[config.mk]
export PLATFORM = sky130hd
export DESIGN_NAME = pipe_skid_reg
export DESIGN_NICKNAME = d
export VERILOG_FILES = /design/src/rtl/pipe_skid_reg.sv
export SDC_FILE = /design/constraint.sdc
export NUM_CORES = 1
export LEC_CHECK = 0
export ABC_AREA = 1
export ABC_CLOCK_PERIOD_IN_PS = 15220
export CAP_MARGIN = 20
export CORE_ASPECT_RATIO = 1.75
export CORE_MARGIN = 1
export CORE_UTILIZATION = 40
export DETAILED_ROUTE_END_ITERATION = 10
export DONT_BUFFER_PORTS = 1
export PLACE_DENSITY = 0.57
export REMOVE_ABC_BUFFERS = 1
export SLEW_MARGIN = 20
export SYNTH_ARGS = -nofsm -noshare
export SYNTH_HDL_FRONTEND = slang
export SYNTH_SLANG_ARGS = --single-unit
[constraint.sdc]
create_clock -name clock -period 15.22 [get_ports clock]
set_input_delay 4.566 -clock clock [delete_from_list [all_inputs] [get_ports clock]]
set_output_delay 4.566 -clock clock [all_outputs]
set_load 0.05 [all_outputs]
[src/rtl/pipe_skid_reg.sv]
`default_nettype none
// ============================================================================
//  Module      : pipe_skid_reg
//  Description : Two-entry pipeline stage register with skid buffer.
//                A main entry drives the outputs. A skid entry catches the
//                word that arrives in the cycle downstream stalls. in_ready
//                is decoded from the state register only, so there is no
//                combinational path from out_ready back to in_ready.
//                A synchronous flush empties the stage (bubble insertion).
//  Ports       :
//    clock       in   1       rising-edge clock
//    reset       in   1       asynchronous active-high reset
//    flush       in   1       synchronous clear; has priority over traffic
//    in_valid    in   1       upstream offers a word
//    in_ready    out  1       stage can take a word this cycle
//    in_ctrl     in   CTRL_W  upstream control field
//    in_data     in   DATA_W  upstream data field
//    out_valid   out  1       a word is available downstream
//    out_ready   in   1       downstream takes the word this cycle
//    out_ctrl    out  CTRL_W  main-entry control (zero when out_valid = 0)
//    out_data    out  DATA_W  main-entry data
//    occupancy   out  2       words held: 0, 1 or 2
//    accept_cnt  out  CNT_W   count of accepted words (wraps)
//  Revision    : 1.0 - initial release
// ============================================================================
module pipe_skid_reg #(
  parameter int CTRL_W          = 12,
  parameter int DATA_W          = 175,
  parameter int FLUSH_ZERO_DATA = 0,
  parameter int CNT_W           = 16
) (
  input  logic              clock,
  input  logic              reset,
  input  logic              flush,
  input  logic              in_valid,
  output logic              in_ready,
  input  logic [CTRL_W-1:0] in_ctrl,
  input  logic [DATA_W-1:0] in_data,
  output logic              out_valid,
  input  logic              out_ready,
  output logic [CTRL_W-1:0] out_ctrl,
  output logic [DATA_W-1:0] out_data,
  output logic [1:0]        occupancy,
  output logic [CNT_W-1:0]  accept_cnt
);

  // --------------------------------------------------------------------------
  // State encoding; the encoding doubles as the occupancy value.
  // --------------------------------------------------------------------------
  localparam logic [1:0] c_st_empty = 2'd0;
  localparam logic [1:0] c_st_one   = 2'd1;
  localparam logic [1:0] c_st_full  = 2'd2;

  localparam logic             c_flush_zero_data = (FLUSH_ZERO_DATA != 0);
  localparam logic [CNT_W-1:0] c_cnt_one         = {{(CNT_W-1){1'b0}}, 1'b1};

  logic [1:0]        r_state;
  logic [1:0]        w_state_nxt;

  logic [CTRL_W-1:0] r_main_ctrl;
  logic [DATA_W-1:0] r_main_data;
  logic [CTRL_W-1:0] r_skid_ctrl;
  logic [DATA_W-1:0] r_skid_data;
  logic [CNT_W-1:0]  r_accept_cnt;

  logic              w_in_ready;
  logic              w_out_valid;
  logic              w_accept;
  logic              w_deliver;

  // Entry load controls produced by the next-state decode.
  logic              w_load_main_in;
  logic              w_load_main_skid;
  logic              w_load_skid_in;

  // --------------------------------------------------------------------------
  // Handshake qualifiers. Flush masks both sides so that an in_valid during a
  // flush cycle is not taken and nothing counts as delivered.
  // --------------------------------------------------------------------------
  assign w_in_ready  = (r_state != c_st_full);
  assign w_out_valid = (r_state != c_st_empty);
  assign w_accept    = in_valid  & w_in_ready  & ~flush;
  assign w_deliver   = w_out_valid & out_ready & ~flush;

  // --------------------------------------------------------------------------
  // State register
  // --------------------------------------------------------------------------
  always_ff @(posedge clock or posedge reset) begin
    if (reset) begin
      r_state <= c_st_empty;
    end else begin
      r_state <= w_state_nxt;
    end
  end

  // --------------------------------------------------------------------------
  // Next-state and entry-load decode
  // --------------------------------------------------------------------------
  always_comb begin
    w_state_nxt      = r_state;
    w_load_main_in   = 1'b0;
    w_load_main_skid = 1'b0;
    w_load_skid_in   = 1'b0;
    if (flush) begin
      w_state_nxt = c_st_empty;
    end else begin
      case (r_state)
        c_st_empty: begin
          if (w_accept) begin
            w_load_main_in = 1'b1;
            w_state_nxt    = c_st_one;
          end
        end
        c_st_one: begin
          if (w_accept && w_deliver) begin
            // Pass-through: the new word replaces the one leaving.
            w_load_main_in = 1'b1;
          end else if (w_accept) begin
            // Downstream stalled: park the new word behind the main entry.
            w_load_skid_in = 1'b1;
            w_state_nxt    = c_st_full;
          end else if (w_deliver) begin
            w_state_nxt = c_st_empty;
          end
        end
        c_st_full: begin
          if (w_deliver) begin
            w_load_main_skid = 1'b1;
            w_state_nxt      = c_st_one;
          end
        end
        default: begin
          w_state_nxt = c_st_empty;
        end
      endcase
    end
  end

  // --------------------------------------------------------------------------
  // Output decode (state-only for in_ready / occupancy)
  // --------------------------------------------------------------------------
  always_comb begin
    in_ready  = w_in_ready;
    out_valid = w_out_valid;
    out_ctrl  = w_out_valid ? r_main_ctrl : {CTRL_W{1'b0}};
    out_data  = r_main_data;
    case (r_state)
      c_st_empty: occupancy = 2'd0;
      c_st_one:   occupancy = 2'd1;
      c_st_full:  occupancy = 2'd2;
      default:    occupancy = 2'd0;
    endcase
  end

  // --------------------------------------------------------------------------
  // Control fields: always cleared by flush so no stale write enable can
  // leak into a later stage.
  // --------------------------------------------------------------------------
  always_ff @(posedge clock or posedge reset) begin
    if (reset) begin
      r_main_ctrl <= {CTRL_W{1'b0}};
      r_skid_ctrl <= {CTRL_W{1'b0}};
    end else if (flush) begin
      r_main_ctrl <= {CTRL_W{1'b0}};
      r_skid_ctrl <= {CTRL_W{1'b0}};
    end else begin
      if (w_load_main_in) begin
        r_main_ctrl <= in_ctrl;
      end else if (w_load_main_skid) begin
        r_main_ctrl <= r_skid_ctrl;
      end
      if (w_load_skid_in) begin
        r_skid_ctrl <= in_ctrl;
      end
    end
  end

  // --------------------------------------------------------------------------
  // Data fields: cleared by flush only when configured; otherwise held, since
  // out_ctrl being zero already marks the word as dead.
  // --------------------------------------------------------------------------
  always_ff @(posedge clock or posedge reset) begin
    if (reset) begin
      r_main_data <= {DATA_W{1'b0}};
      r_skid_data <= {DATA_W{1'b0}};
    end else if (flush) begin
      if (c_flush_zero_data) begin
        r_main_data <= {DATA_W{1'b0}};
        r_skid_data <= {DATA_W{1'b0}};
      end
    end else begin
      if (w_load_main_in) begin
        r_main_data <= in_data;
      end else if (w_load_main_skid) begin
        r_main_data <= r_skid_data;
      end
      if (w_load_skid_in) begin
        r_skid_data <= in_data;
      end
    end
  end

  // --------------------------------------------------------------------------
  // Accept counter (wraps naturally; flush never accepts so never counts)
  // --------------------------------------------------------------------------
  always_ff @(posedge clock or posedge reset) begin
    if (reset) begin
      r_accept_cnt <= {CNT_W{1'b0}};
    end else if (w_accept) begin
      r_accept_cnt <= r_accept_cnt + c_cnt_one;
    end
  end

  assign accept_cnt = r_accept_cnt;

endmodule
`default_nettype wire

Word-level counts from Yosys, hierarchy flattened
Index checks and enable logic that the tools add are counted.
{"block": "classes", "add_sub_neg": 1, "eq_ne": 7, "muxes": 26, "bitwise": 5, "n_reduce_logical": 9}
{"cell": "175-bit two-way mux", "n": 2}
{"cell": "12-bit two-way mux", "n": 6}
{"cell": "16-bit by 1-bit adder with 16-bit output (second input constant)", "n": 1}
{"cell": "2-bit two-way mux", "n": 6}
{"cell": "1-bit two-way mux", "n": 9}
{"cell": "3-bit inequality test (second input constant)", "n": 3}
{"cell": "2-bit one-hot mux with 3 select lines", "n": 1}
{"cell": "2-bit nonzero test", "n": 3}
{"cell": "1-bit AND", "n": 4}
{"cell": "4-bit inequality test (second input constant)", "n": 1}
{"cell": "2-bit one-hot mux with 2 select lines", "n": 1}
{"cell": "2-bit AND reduction", "n": 2}
{"cell": "4-bit AND reduction", "n": 1}
{"cell": "3-bit nonzero test", "n": 1}
{"cell": "2-bit by 1-bit equality test with 1-bit output (second input constant)", "n": 1}
{"cell": "2-bit equality test (second input constant)", "n": 1}
{"cell": "2-bit logical NOT", "n": 1}
{"cell": "2-bit inequality test (second input constant)", "n": 1}
{"cell": "1-bit one-hot mux with 2 select lines", "n": 1}
{"cell": "1-bit logical AND", "n": 1}
{"cell": "1-bit inverter", "n": 1}
{"block": "word_totals", "reg_bits": 392, "inputBits": 192, "output_inout_bits": 207, "wordCells": 54}

Logic depth before layout (Yosys ltp)
{"block": "logic_depth", "depth_word": 9, "mapped_depth": 11}

Worst setup path after synthesis
Ideal clock, no wire load.
{"block": "synth_path", "path_type": "reg2out", "from": "reg r_state[1]", "to": "out out_ctrl[10]", "arrival_time_ns": 1.706, "setup_slack_ns": 8.948, "stages_incl_launch_ff": 6, "cell_sequence": "dfrtp_1 inv_2 nand2_2 inv_1 clkbuf_1 nor2_1"}
{"block": "synth_via", "elab_chain_cells": 2}
{"item": "from (decl)", "line": "57", "rtl": "logic [1:0] r_state;"}
{"item": "from (signal assigned)", "line": "90", "rtl": "r_state <= c_st_empty;"}
{"item": "from (signal assigned)", "line": "92", "rtl": "r_state <= w_state_nxt;"}
{"item": "2-bit nonzero test", "line": "81", "rtl": "assign w_out_valid = (r_state != c_st_empty);"}
{"item": "named net out_valid", "line": "39", "rtl": "output logic out_valid,"}
{"item": "12-bit two-way mux", "line": "145", "rtl": "out_ctrl = w_out_valid ? r_main_ctrl : {CTRL_W{1'b0}};"}
{"item": "to (decl)", "line": "41", "rtl": "output logic [CTRL_W-1:0] out_ctrl,"}
The timed path passes the listed nets, and every way through them passes these cells.

Worst setup path after layout
{"block": "layout_path", "from": "in flush", "to": "reg r_main_data[6], in the netlist out_data[6]"}
{"block": "layout_via", "elab_chain_cells": 8}
{"item": "from (decl)", "line": "34", "rtl": "input logic flush,"}
{"item": "1-bit inverter (no source line)"}
{"item": "1-bit AND (on tied branches)", "line": "82, 83"}
{"item": "1-bit logical AND", "line": "115", "rtl": "if (w_accept && w_deliver) begin"}
{"item": "1-bit two-way mux", "line": "115"}
{"item": "1-bit one-hot mux with 2 select lines", "line": "107", "rtl": "case (r_state)"}
{"item": "1-bit two-way mux", "line": "104", "rtl": "if (flush) begin"}
{"item": "2-bit nonzero test (no source line)"}
{"item": "2-bit AND reduction (no source line)"}
{"item": "to (signal assigned)", "line": "184", "rtl": "r_main_data <= {DATA_W{1'b0}};"}
{"item": "to (signal assigned)", "line": "188", "rtl": "r_main_data <= {DATA_W{1'b0}};"}
{"item": "to (signal assigned)", "line": "193", "rtl": "r_main_data <= in_data;"}
{"item": "to (decl)", "line": "61", "rtl": "logic [DATA_W-1:0] r_main_data;"}
Parallel ways exist; a longest one is shown, timed or not.
A chain may end at the register's enable or synchronous reset.

==> flow_metrics.py <==
metrics = {
    "timing": {
        "slew_headroom_pct": 12.1,
        "fin_crit_sh_pct": 62.1,
        "finalSetupViolCount": 0,
        "skew_ns": 0.0163,
        "hold_viol": 0,
        "setup_ws_ns": 5.77,
        "fin_setup_tns_ns": 0,
        "rsz0062_at_grt": "no",
        "period_needed_ns": 9.45,
        "max_freq_mhz": 106,
        "tightest_slew_ns": 1.32,
        "slew_viol_final": 0,
    },
    "cts": {
        "cts_tree": "done",
        "cts_resized": 0,
        "clkTransAtPathRegs_ns": 0.06,
        "numCtsBuffers": 40,
        "ctsHoldBuffers": 0,
        "cts_root_buf": "clkbuf_16",
        "insertion_delay_ns": 0.55,
        "cts_num_sinks": 392,
        "cts_setup_buffers": 0,
        "cts.path.max_buffers": 3,
        "htreeDepth": 2,
    },
    "routing": {
        "post-route-drc-count": 0,
        "m1WireLength_mm": 19.8,
        "dr_wl_met3_mm": 3.79,
        "dr.pass1.iters": 5,
        "routedWlPerCell_um": 18.3,
        "wl_met2_mm": 26.9,
        "wirelength_mm": 52.8,
        "via_count": 15089,
        "routed_via_density": 5.23,
        "ant_nets": 0,
        "initialDrtViolationCount": 1266,
        "top_layer": "met5",
    },
    "global_routing": {
        "gr-usage-all-layers_pct": 22.0,
        "antenna_found_initial": 10,
        "grt_overflow": 0,
        "grt_max_degree": 189,
        "grt_pass1_vias": 14523,
        "grt_pass1_wl_mm": 82.3,
    },
    "critical_path": {
        "critPathLaunchType": "primary input",
        "cp_max_fo": 188,
        "cp_data_required_time_ns": 15.69,
        "worst_path_largest_cell_delay_ns": 0.84,
        "crit_chain": "inv_1 > nand3_1 > nor2_4 > buf_12 > nand2_8 > nand2_8 > buf_4 > nand3_1 > nand2_1",
        "critPathKind": "primary input to flip-flop",
        "arrival_ns": 9.92,
        "critPathSlowestCell": "buf_4",
        "end_kind": "flip-flop",
    },
    "placed_design": {
        "globalplace.congestion": 0.818,
        "port_buffers": 0,
        "dp_slack_ns": 5.52,
        "dpl.hpwl_mm": 31.6,
    },
    "layout": {
        "post_route_cells_drive_above_1_share_pct": 3.82,
        "post-route-util_pct": 44.1,
        "fin_nets": 2465,
        "area_growth_pct": 8.22,
        "fillers": 4519,
    },
    "logic_synthesis": {
        "syn_area_sq_mm": 0.0185,
        "yosys_warnings": 0,
        "synth_xor_area_share_pct": 0.521,
        "synthAdderAreaFrac_pct": 0.0676,
        "ys_types": 22,
        "synth-main-ff-cell": "dfrtp_1",
        "ys_seq_area_share_pct": 53.0,
        "avgSynthCellArea_sq_um": 7.77,
        "netlist_instances": 2383,
        "synth_compound_area_share_pct": 5.21,
        "ys_async_sr_fraction_pct": 100,
        "synthMuxAreaShare_pct": 0,
        "yosys.area_share.simple_pct": 29.0,
        "synth_edf_count": 0,
        "ys_seq_elements": 392,
        "synth_top_family_by_area": "simple AND/OR/NAND/NOR gates",
    },
    "die": {
        "row_count": 103,
        "die_w_um": 165,
        "initial_core_util_pct": 40.8,
        "die_h_um": 287,
        "fp.coreArea_sq_mm": 0.0454,
        "dieArea_sq_mm": 0.0472,
        "ios": 399,
    },
    "power_and_ir_drop": {
        "p_leak_nw": 11.0,
        "p_per_area_mw_per_mm2": 232,
        "peakVddDrop_v": 0.000139,
    },
    "worst_hold_path": {
        "hold_path_class": "flip-flop to flip-flop",
    },
    "flow_run": {
        "maxCapViolCount": 0,
    },
    "status": {
        "status": "completed",
    },
}
placed cells by master, fill, tap and decap left out, types with 6 or more instances in the layout:
cell,n
buf_4,8
clkbuf_1,8
clkbuf_16,41
clkbuf_8,12
clkinv_2,6
dfrtp_1,392
diode_2,7
inv_1,392
nand2_1,614
nand3_1,560
nand4_1,14
nor2_1,27
o21ai_0,190
xor2_1,8
worst paths after layout:
kind                                          endpoint  cells after the start                        start  slack [ns]
setup / recovery               out_data[6]$_DFFE_PP0P_                      9                        flush        5.77
hold / removal             r_skid_data[40]$_DFFE_PP0P_                      2  r_skid_data[40]$_DFFE_PP0P_        0.48
setup reg to reg               out_data[6]$_DFFE_PP0P_                     10       r_state[0]$_DFFE_PP0P_        9.82
hold reg to reg            r_skid_data[40]$_DFFE_PP0P_                      2  r_skid_data[40]$_DFFE_PP0P_        0.48
max in group asynchronous  r_skid_data[13]$_DFFE_PP0P_                      3                        reset        9.01
min in group asynchronous     out_data[39]$_DFFE_PP0P_                      1                        reset        3.98
power by group:
part	switching, mW	internal (mW)	total [mW]
sequential	1.25	1.50	2.76
clock	0.423	0.604	1.03
combinational	0.530	0.333	0.863
worst max-delay path, delay by kind of cell:
family	cells	cell delay (ns)
buffers and inverters	3	2.08
and+or+nand+nor	6	2.51
kinds of logic (layout without fill, tap and decap cells):
family,count (synthesis),in the layout
AND/OR/NAND/NOR,1224,1224
other,0,7
AO/OA/AOI/OAI,192,192
XOR/XNOR,11,11
buffers and inverters,563,482
adder cells (fa/ha/maj),1,1
flip-flops,392,392
cell type report:
cell class	instances	area, sq um	area share (%)
timing repair buffer	14	145	0.725
inverter	396	1490	7.46
clock buffer	61	1220	6.10
sequential	392	9810	49.0
clock inverter	11	135	0.675
multi-input combinational	1428	6480	32.4
antenna	7	17.5	0.0875
tap	577	722	3.61
state kept, by name (all words and copies together) (netlist names):
signal and count:
r_state 2, out_data 175, accept_cnt 16, r_main_ctrl 12, r_skid_ctrl 12, r_skid_data 175
cells in the mapped netlist (2+ instances only):
cell type / instances / area [sq um]
nand2_2: 4 / 25.0
o21ai_0: 190 / 951
nor3_1: 2 / 10.0
buf_1: 9 / 33.8
clkbuf_1: 71 / 267
inv_2: 2 / 7.51
xnor2_1: 3 / 26.3
xor2_1: 8 / 70.1
nand3_1: 561 / 2810
buf_2: 71 / 355
nor2_1: 27 / 101
dfrtp_1: 392 / 9810
buf_4: 16 / 120
inv_1: 393 / 1480
nand2_1: 614 / 2300
nand4_1: 14 / 87.6
metal layers:
| metal | global-route usage (%) | vias to the layer above |
|---|---|---|
| li1 | - | 7217 |
| met1 | 25.8 | 7252 |
| met2 | 37.7 | 502 |
| met3 | 5.10 | 112 |
| met4 | 10.3 | 6 |
| met5 | 0 | - |
metrics by stage:
stage | hold WS [ns] | instance area (sq um) | power [mW] | instances
2_1_floorplan | 0.453 | 17700 | 3.36 | 2216
3_3_place_gp | 0.465 | 18600 | 3.60 | 2807
3_5_place_dp | 0.472 | 18600 | 3.65 | 2807
4_1_cts | 0.488 | 20000 | 4.69 | 2879
5_1_grt | 0.503 | 20000 | 4.92 | 2886
6_report | 0.483 | 20000 | 4.64 | 2886
No activity file was read; power rests on OpenSTA's default activity.
